### src/rtl/div_hilo_sequencer.sv
`default_nettype none
// ============================================================================
// Module   : div_hilo_sequencer
// Purpose  : Multi-cycle unsigned restoring divider (DIVU) for the EX stage.
//            It also owns the HI/LO register pair and serves MFHI/MFLO reads.
//            The quotient goes to LO and the remainder to HI. While a divide
//            is in flight, any DIVU/MFHI/MFLO presented by EX is stalled until
//            the sequencer is back in IDLE.
//
// Parameters
//   WIDTH        operand width (default 32)
//   STEPS        quotient bits resolved per clock, 1 or 2; WIDTH % STEPS == 0
//
// Ports
//   div_clk      in   clock, rising edge
//   rst          in   synchronous reset, active-high
//   op_valid     in   EX-stage instruction valid
//   funct        in   DIVU=6'b011011, MFHI=6'b010000, MFLO=6'b010010
//   abort        in   (DIV_ABORT_EN only) cancel a divide that is in RUN
//   dataA        in   dividend, sampled when DIVU is accepted
//   dataB        in   divisor, sampled when DIVU is accepted
//   stall        out  combinational; hold EX and upstream stages
//   busy         out  registered; high in RUN and DONE
//   done         out  registered; one-cycle pulse in DONE
//   div_by_zero  out  registered; set when the last DIVU had divisor 0
//   hilo_out     out  combinational; HI for MFHI, LO for MFLO, else 0
//   alu_out_sel  out  combinational; hilo_out replaces the ALU result
//
// Configuration
//   DIV_ABORT_EN  when defined, adds the abort input. abort in RUN returns to
//                 IDLE without touching HI, LO or div_by_zero and without a
//                 done pulse. rst has priority over abort.
//
// Revision : 1.0  initial release
// ============================================================================
module div_hilo_sequencer #(
    parameter int WIDTH = 32,
    parameter int STEPS = 1
) (
    input  logic             div_clk,
    input  logic             rst,
    input  logic             op_valid,
    input  logic [5:0]       funct,
`ifdef DIV_ABORT_EN
    input  logic             abort,
`endif
    input  logic [WIDTH-1:0] dataA,
    input  logic [WIDTH-1:0] dataB,
    output logic             stall,
    output logic             busy,
    output logic             done,
    output logic             div_by_zero,
    output logic [WIDTH-1:0] hilo_out,
    output logic             alu_out_sel
);

    localparam int         c_CNT_W      = $clog2(WIDTH + 1);
    localparam logic [5:0] c_FUNCT_DIVU = 6'b011011;
    localparam logic [5:0] c_FUNCT_MFHI = 6'b010000;
    localparam logic [5:0] c_FUNCT_MFLO = 6'b010010;

    typedef enum logic [1:0] {
        S_IDLE = 2'd0,
        S_RUN  = 2'd1,
        S_DONE = 2'd2
    } state_t;

    state_t               r_state;
    logic [WIDTH-1:0]     r_hi;
    logic [WIDTH-1:0]     r_lo;
    logic [WIDTH:0]       r_rem;
    logic [WIDTH-1:0]     r_quo;
    logic [WIDTH-1:0]     r_divisor;
    logic [c_CNT_W-1:0]   r_count;

    logic                 w_is_divu;
    logic                 w_is_mfhi;
    logic                 w_is_mflo;
    logic                 w_idle;
    logic                 w_accept;
    logic [WIDTH:0]       w_rem;
    logic [WIDTH-1:0]     w_quo;
    logic [c_CNT_W-1:0]   w_count_next;
    logic                 w_run_last;

    // ------------------------------------------------------------------
    // Instruction decode and pipeline handshake
    // ------------------------------------------------------------------
    assign w_is_divu = (funct == c_FUNCT_DIVU);
    assign w_is_mfhi = (funct == c_FUNCT_MFHI);
    assign w_is_mflo = (funct == c_FUNCT_MFLO);
    assign w_idle    = (r_state == S_IDLE);
    assign w_accept  = w_idle & op_valid & w_is_divu;

    // Only instructions that touch the divider or HI/LO wait for it; any
    // other instruction flows past a running divide untouched.
    assign stall       = op_valid & (w_is_divu | w_is_mfhi | w_is_mflo) & ~w_idle;
    assign alu_out_sel = op_valid & (w_is_mfhi | w_is_mflo) & w_idle;
    assign hilo_out    = alu_out_sel ? (w_is_mfhi ? r_hi : r_lo) : '0;

    // ------------------------------------------------------------------
    // Restoring divide datapath: STEPS iterations per clock.
    // {rem,quo} shifts left as one register; rem carries an extra bit so
    // that the shifted partial remainder (< 2*divisor) never overflows
    // before the compare.
    // ------------------------------------------------------------------
    always_comb begin
        w_rem = r_rem;
        w_quo = r_quo;
        for (int i = 0; i < STEPS; i++) begin
            w_rem = (w_rem << 1) | {{WIDTH{1'b0}}, w_quo[WIDTH-1]};
            w_quo = w_quo << 1;
            if (w_rem >= {1'b0, r_divisor}) begin
                w_rem    = w_rem - {1'b0, r_divisor};
                w_quo[0] = 1'b1;
            end
        end
    end

    assign w_count_next = r_count + c_CNT_W'(STEPS);
    assign w_run_last   = (w_count_next == c_CNT_W'(WIDTH));

    // ------------------------------------------------------------------
    // Sequencer: IDLE -> RUN -> DONE -> IDLE (divide-by-zero skips RUN).
    // HI/LO are written only on entry to DONE, so MFHI/MFLO never observe
    // a partial result.
    // ------------------------------------------------------------------
    always_ff @(posedge div_clk) begin
        if (rst) begin
            r_state     <= S_IDLE;
            r_hi        <= '0;
            r_lo        <= '0;
            r_rem       <= '0;
            r_quo       <= '0;
            r_divisor   <= '0;
            r_count     <= '0;
            busy        <= 1'b0;
            done        <= 1'b0;
            div_by_zero <= 1'b0;
        end else begin
            case (r_state)
                S_IDLE: begin
                    done <= 1'b0;
                    if (w_accept) begin
                        r_divisor <= dataB;
                        r_quo     <= dataA;
                        r_rem     <= '0;
                        r_count   <= '0;
                        busy      <= 1'b1;
                        if (dataB == '0) begin
                            // Defined result for x/0: HI keeps the dividend,
                            // LO saturates to all ones.
                            r_state     <= S_DONE;
                            r_hi        <= dataA;
                            r_lo        <= '1;
                            div_by_zero <= 1'b1;
                            done        <= 1'b1;
                        end else begin
                            r_state     <= S_RUN;
                            div_by_zero <= 1'b0;
                        end
                    end
                end

                S_RUN: begin
`ifdef DIV_ABORT_EN
                    if (abort) begin
                        r_state <= S_IDLE;
                        busy    <= 1'b0;
                        done    <= 1'b0;
                    end else begin
`else
                    begin
`endif
                        r_rem   <= w_rem;
                        r_quo   <= w_quo;
                        r_count <= w_count_next;
                        if (w_run_last) begin
                            r_state <= S_DONE;
                            r_hi    <= w_rem[WIDTH-1:0];
                            r_lo    <= w_quo;
                            done    <= 1'b1;
                        end
                    end
                end

                S_DONE: begin
                    // No accept here: a DIVU waiting on stall is taken in
                    // the following IDLE cycle.
                    r_state <= S_IDLE;
                    busy    <= 1'b0;
                    done    <= 1'b0;
                end

                default: begin
                    r_state <= S_IDLE;
                    busy    <= 1'b0;
                    done    <= 1'b0;
                end
            endcase
        end
    end

endmodule
`default_nettype wire

### config.mk
export PLATFORM = sky130hd
export DESIGN_NAME = div_hilo_sequencer
export DESIGN_NICKNAME = d
export VERILOG_FILES = /design/src/rtl/div_hilo_sequencer.sv
export SDC_FILE = /design/constraint.sdc
export NUM_CORES = 1
export LEC_CHECK = 0
export ABC_AREA = 1
export CAP_MARGIN = 20
export CORE_UTILIZATION = 35
export DETAILED_ROUTE_END_ITERATION = 8
export SLEW_MARGIN = 15
export SYNTH_ARGS = -nofsm -noshare
export SYNTH_HDL_FRONTEND = slang
export SYNTH_SLANG_ARGS = --single-unit
### constraint.sdc
create_clock -name div_clk -period 3.7 [get_ports div_clk]
set_input_delay 0.74 -clock div_clk [delete_from_list [all_inputs] [get_ports div_clk]]
set_output_delay 0.74 -clock div_clk [all_outputs]
set_load 0.005 [all_outputs]
* Word-level counts from Yosys, hierarchy flattened *
Index checks and enable logic that the tools add are counted.

storage, ports and cells
  memory bits (read-only) = 0
  latch bits = 0
  RAM bits = 0
  output and inout bits = 37
  logic and storage cells = 69
  register bits = 171
  input port bits = 73
  memories kept = 0

operators by class
  div/mod/pow operators = 0
  multiply operators = 0
  shift-type cells = 0
  magnitude comparators = 1
  reductions and logical operators = 8
  bitwise logic cells = 12
  $add $sub $neg = 2
  equal/unequal tests = 8
  muxes and demuxes = 28

operator list
  operator               count
  $mux W32               11
  $pmux W32 S2           4
  $ge A33 B32 Y1         1
  $or A33 B1 Y33         1
  $logic_not A32 Y1      1
  $sub A32 B32 Y32       1
  $eq A6 B5 Y1 const B   3
  $pmux W6 S2            1
  $reduce_and A2 Y1      4
  $add A6 B1 Y6 const B  1
  $and A1 B1 Y1          6
  $eq A6 B6 Y1 const B   1
  $mux W2                3
  $mux W6                1
  $mux W1                5
  $ne A2 B1 Y1 const B   2
  $pmux W1 S2            2
  $pmux W2 S2            1
  $reduce_and A4 Y1      1
  $or A1 B1 Y1           3
  $eq A2 B1 Y1 const B   1
  $logic_not A2 Y1       1
  $ne A2 B2 Y1 const B   1
  $not A1 Y1             2
  $reduce_bool A2 Y1     1

* Logic depth before layout (Yosys ltp) *
  word-level depth = 5
  depth in mapped cells = 17
  depth with buffers taken out = 17

* Least setup slack after synthesis *
Ideal clock, no wire load.

  path kind = in2out
  from = input funct[2]
  to = output hilo_out[10]
  path slack = 1.090 ns
  cell stages on the path = 4
  data arrival time = 1.870 ns
  data required time = 2.960 ns
  buffers on the path = 1
  cells stage by stage = or2_2 > nor4_1 > clkbuf_1 > a21oi_1

on the way
  longest elaborated chain between the ends = 5
  elaborated cells on any way between the ends = 7
  classes of those cells = 2 x eq/ne; 2 x mux; 3 x bitwise

ends and longest elaborated chain
  element                                 line    text
  start, declared                         43      input logic [5:0] funct,
  $eq A6 B5 Y1, on equally long branches  90, 91
  $or A1 B1 Y1                            98      assign alu_out_sel = op_valid & (w_is_mfhi | w_is_mflo) & w_idle;
  $and A1 B1 Y1 (2 in a row)              98
  $mux W32 (*)                            99      assign hilo_out = alu_out_sel ? (w_is_mfhi ? r_hi : r_lo) : '0;
  end, declared                           53      output logic [WIDTH-1:0] hilo_out,

Mark *: on every way between the ends. The rest lies on a longest branch, timed or not.

* Worst setup path in the final report *
  from = input funct[2]
  to = output hilo_out[11]

Same word-level chain as after synthesis.

==> results.txt <==
----------------------------------------------------
[Outcome]
  Run status ... finished clean

[STA]
  Hold Fails Final Rpt ... 0
  Final critical-path setup slack ... approximately 0.13 ns
  Relative slew margins ... 0.522
  Final clock skew ... approximately 0.009 ns
  Fin crit share ... 0.966
  Post-Route Hold Slack ... 0.463 ns
  Shortest clock period the worst path allows after layout ... 3.57 ns
  Actual slew at the worst max-slew pin ... 0.717 ns
  Final setup violation count ... 0
  Final Max Slew Viols ... 0
  Peak Freq ... roughly 0.28 GHz

[Drt]
  Routed via count ... ~11000
  Post-detailed-route count of antenna-violating nets ... 0
  Routed len/inst ... ~15 um
  Detailed-routing iteration count for the pre-antenna-repair pass ... 8
  DRC violation count after routing ... 0
  Detailed-route vias per instance ... between 4 and 5
  Final WL ... about 33000 um
  Number of DRC markers in iteration 0 ... 826

[Critical path]
  Standard cell with the maximum stage delay on the critical path ... sky130_fd_sc_hd__clkdlybuf4s50_1
  Critical Path Start Type ... primary input
  Worst flop-to-flop path startpoint ... r_rem[11]
  Cells on worst reg2reg path ... 13
  R2r setup slk ... approximately 1.1 ns
  Cells traversed along the worst timing path ... clkdlybuf4s50_1 > or2_2 > nor3_2 > nand2_1 > inv_2 > clkbuf_16 > o21ai_0 > a21oi_1 > clkdlybuf4s50_1
  CP Buf/Inv Count ... 4
  Crit path kind ... primary input to output port
  Highest net fanout along the worst path ... 16
  Gate family responsible for the most delay along the worst path ... buffers and inverters
  Arrival @ worst endpoint ... 2.83 ns
  Maximum cell stage delay along the critical path ... 0.52 ns
  Worst r2r dst ... r_hi[27]
  Most prevalent standard cell on the critical path ... sky130_fd_sc_hd__clkdlybuf4s50_1
  Critical path required time ... a little under 3 ns
  Kind of end point of the critical path ... output port

[Synth]
  Portion of netlist area occupied by mux cells ... 0
  Synth unique cells ... 39
  Post-synth EDFFs ... 0
  Post-synthesis instance total ... roughly 1700
  Synthesized-area fraction occupied by ao, oa, aoi and oai cells ... 0.147
  Synth top area share ... 0.320
  Most common flop cell mapped by yosys ... sky130_fd_sc_hd__dfxtp_1
  Dominant combinational cell family by area after synthesis ... simple AND/OR/NAND/NOR gates
  Synth top area cells ... sky130_fd_sc_hd__dfxtp_1 (32%), sky130_fd_sc_hd__nand2_1 (15%), sky130_fd_sc_hd__inv_1 (10%)
  Mapped Nets ... approximately 1800
  Combined area of all synthesized cells ... between 10000 and 15000 sq um
  Yosys Warn Count ... 0
  Adder-cell share of the synthesized area ... 0.0404
  Xor and xnor fraction of the mapped netlist area ... 0.0139
  Share of async-settable or async-resettable flops after synthesis ... 0
  Mean area per synthesized cell ... roughly 6.3 sq um
  Seq/Total Area, Yosys ... 0.320
  Register bit count reported by yosys ... about 170
  Leading area contributor after synthesis ... sky130_fd_sc_hd__dfxtp_1
  Post-synthesis share of cell area spent on and, or, nand and nor gates ... 0.334

[Finish]
  Post-layout nets ... ~1900
  Most frequent standard cell in the layout excluding fill and tap cells ... sky130_fd_sc_hd__nand2_1
  Fill cell total of the finished layout ... ~3200
  Commonest non-fill, non-tap cells in the layout ... sky130_fd_sc_hd__nand2_1 (423), sky130_fd_sc_hd__inv_1 (296), sky130_fd_sc_hd__dfxtp_1 (171)
  Finished Layout Cells ... 2169
  Area growth, synth to finish ... 18.8%
  Number of antenna cells inserted ... 0
  Layout cells sized above 1 ... 0.0708

[Placement]
  Dpl ws ... just over 0.07 ns
  Port-buffer cells ... 109
  RePlAce Congestion ... ~0.90
  Placed wire-length estimate after detailed placement ... approximately 25000 um
  Inst Count DP ... 2137

[CTS]
  Number of H-tree levels ... 4
  Largest buffer count on any clock path ... 2
  CTS hold repair buffers ... 0
  Worst-path clk slew ... 0.07 ns
  Clock insertion delay at the later pin of the skew report ... roughly 0.44 ns
  Clock tree from TritonCTS ... yes
  Number of clock sinks ... between 150 and 200
  Root buffer selected by CTS ... sky130_fd_sc_hd__clkbuf_16
  CTS buffer count ... 17

[Floorplanning]
  Std-Cell Rows ... 63
  Die Area ... around 31000 sq um
  Number of primary I/O pins ... 110
  Chip width ... approximately 180 um
  Die boundary height ... 177 um
  Floorplan core area ... around 30000 sq um
  Initial Util ... 0.359

[Hold path]
  Min-Delay Endpoint ... r_divisor[18]
  Path type of the worst min-delay path ... register to register
  Worst Min Path Start ... r_divisor[18]
  Cell depth of the worst min-delay path ... 2

[Global route]
  Wire length of the first global-routing pass ... roughly 52000 um
  Initial antenna violation count ... 1
  Number of global-route vias before repair ... about 9900
  Total track usage ... 0.215
  Largest net degree at the start of global routing ... slightly below 70
  Total overflow reported by the global router ... 0

[Pwr]
  Leakage power ... approximately 0.0063 uW
  Power per unit of standard cell area ... between 300 and 400 nW/um^2
  Worst VDD drop ... 323 uV

[Flow run]
  Number of max-cap violations ... 0

----------------------------------------------------
worst min-delay path: cells and delay by family (launching register included):
family	cells	cell delay [ns]
flops	1	0.30
compound gates	1	0.06
buf+inv	1	0.06
registers in the layout (all words and copies together), names as in the netlist:
register	cells
r_quo	32
busy	1
r_divisor	32
r_rem	32
r_count	6
done	1
r_lo	32
r_hi	32
div_by_zero	1
r_state	2
synth_stat cells, types with 27 or more instances:
library cell               instances
sky130_fd_sc_hd__nand2_1         423
sky130_fd_sc_hd__inv_1           298
sky130_fd_sc_hd__dfxtp_1         171
sky130_fd_sc_hd__nor2_1          165
sky130_fd_sc_hd__o21ai_0         128
sky130_fd_sc_hd__a21oi_1         109
sky130_fd_sc_hd__nand3_1         102
sky130_fd_sc_hd__clkbuf_1         48
sky130_fd_sc_hd__nand4_1          43
sky130_fd_sc_hd__ha_1             33
sky130_fd_sc_hd__nand3_2          29
sky130_fd_sc_hd__a31oi_1          27
per-stage QoR:
step | power [uW] | TNS [ns] | utilization | area [sq um]
2_1_floorplan | 2230 | 0 | - | 10700
3_3_place_gp | 2420 | 0 | 0.405 | 12100
3_5_place_dp | 2420 | 0 | 0.405 | 12100
4_1_cts | 4280 | 0 | 0.425 | 12700
5_1_grt | 4420 | -0.0341 | 0.426 | 12700
6_report | 4250 | 0 | 0.426 | 12700
logic make-up after synthesis:
group	after synthesis
AND/OR/NAND/NOR	804
buffers and inverters	383
AO/OA/AOI/OAI	289
flip-flops	171
adder cells (fa/ha/maj)	34
XOR/XNOR	17
worst max-delay path by stage:
stage               startpoint      endpoint  slack [ns]  cells past startpoint
finish                funct[2]  hilo_out[11]        0.13                      9
floorplan             funct[2]  hilo_out[10]        1.09                      4
global placement      funct[2]   hilo_out[2]        0.13                      9
detailed placement    funct[2]   hilo_out[3]        0.07                      9
CTS                   funct[2]   hilo_out[3]        0.06                      9
global route          funct[2]  hilo_out[12]       -0.01                      9
cell type report:
type                            count  area [sq um]  area share
Tap cell                          390           488      0.0383
Inverter                          302          1130      0.0891
Multi-Input combinational cell   1144          5750       0.452
Clock inverter                     10           140      0.0110
Clock buffer                       21           450      0.0354
Sequential cell                   171          3420       0.269
Timing Repair Buffer              131          1340       0.106
per-layer routing:
layer,vias up,GRT usage,wire length [um]
met2,238,0.363,15600
li1,5503,-,-
met5,-,0,0
met4,0,0.0539,612
met3,37,0.0331,1290
met1,4803,0.284,15500
timing repair:
action | in CTS | in global routing
gates resized for setup | 0 | 7
endpoints found under the setup margin | 0 | 31
buffers inserted | 0 | 0
power breakdown:
part | switching, uW | internal (uW) | leakage, uW
combinational | 335 | 183 | 0.00464
clock | 785 | 1080 | 0.000280
sequential | 7.99 | 1850 | 0.00138
Power figures use the tool's default switching activity.
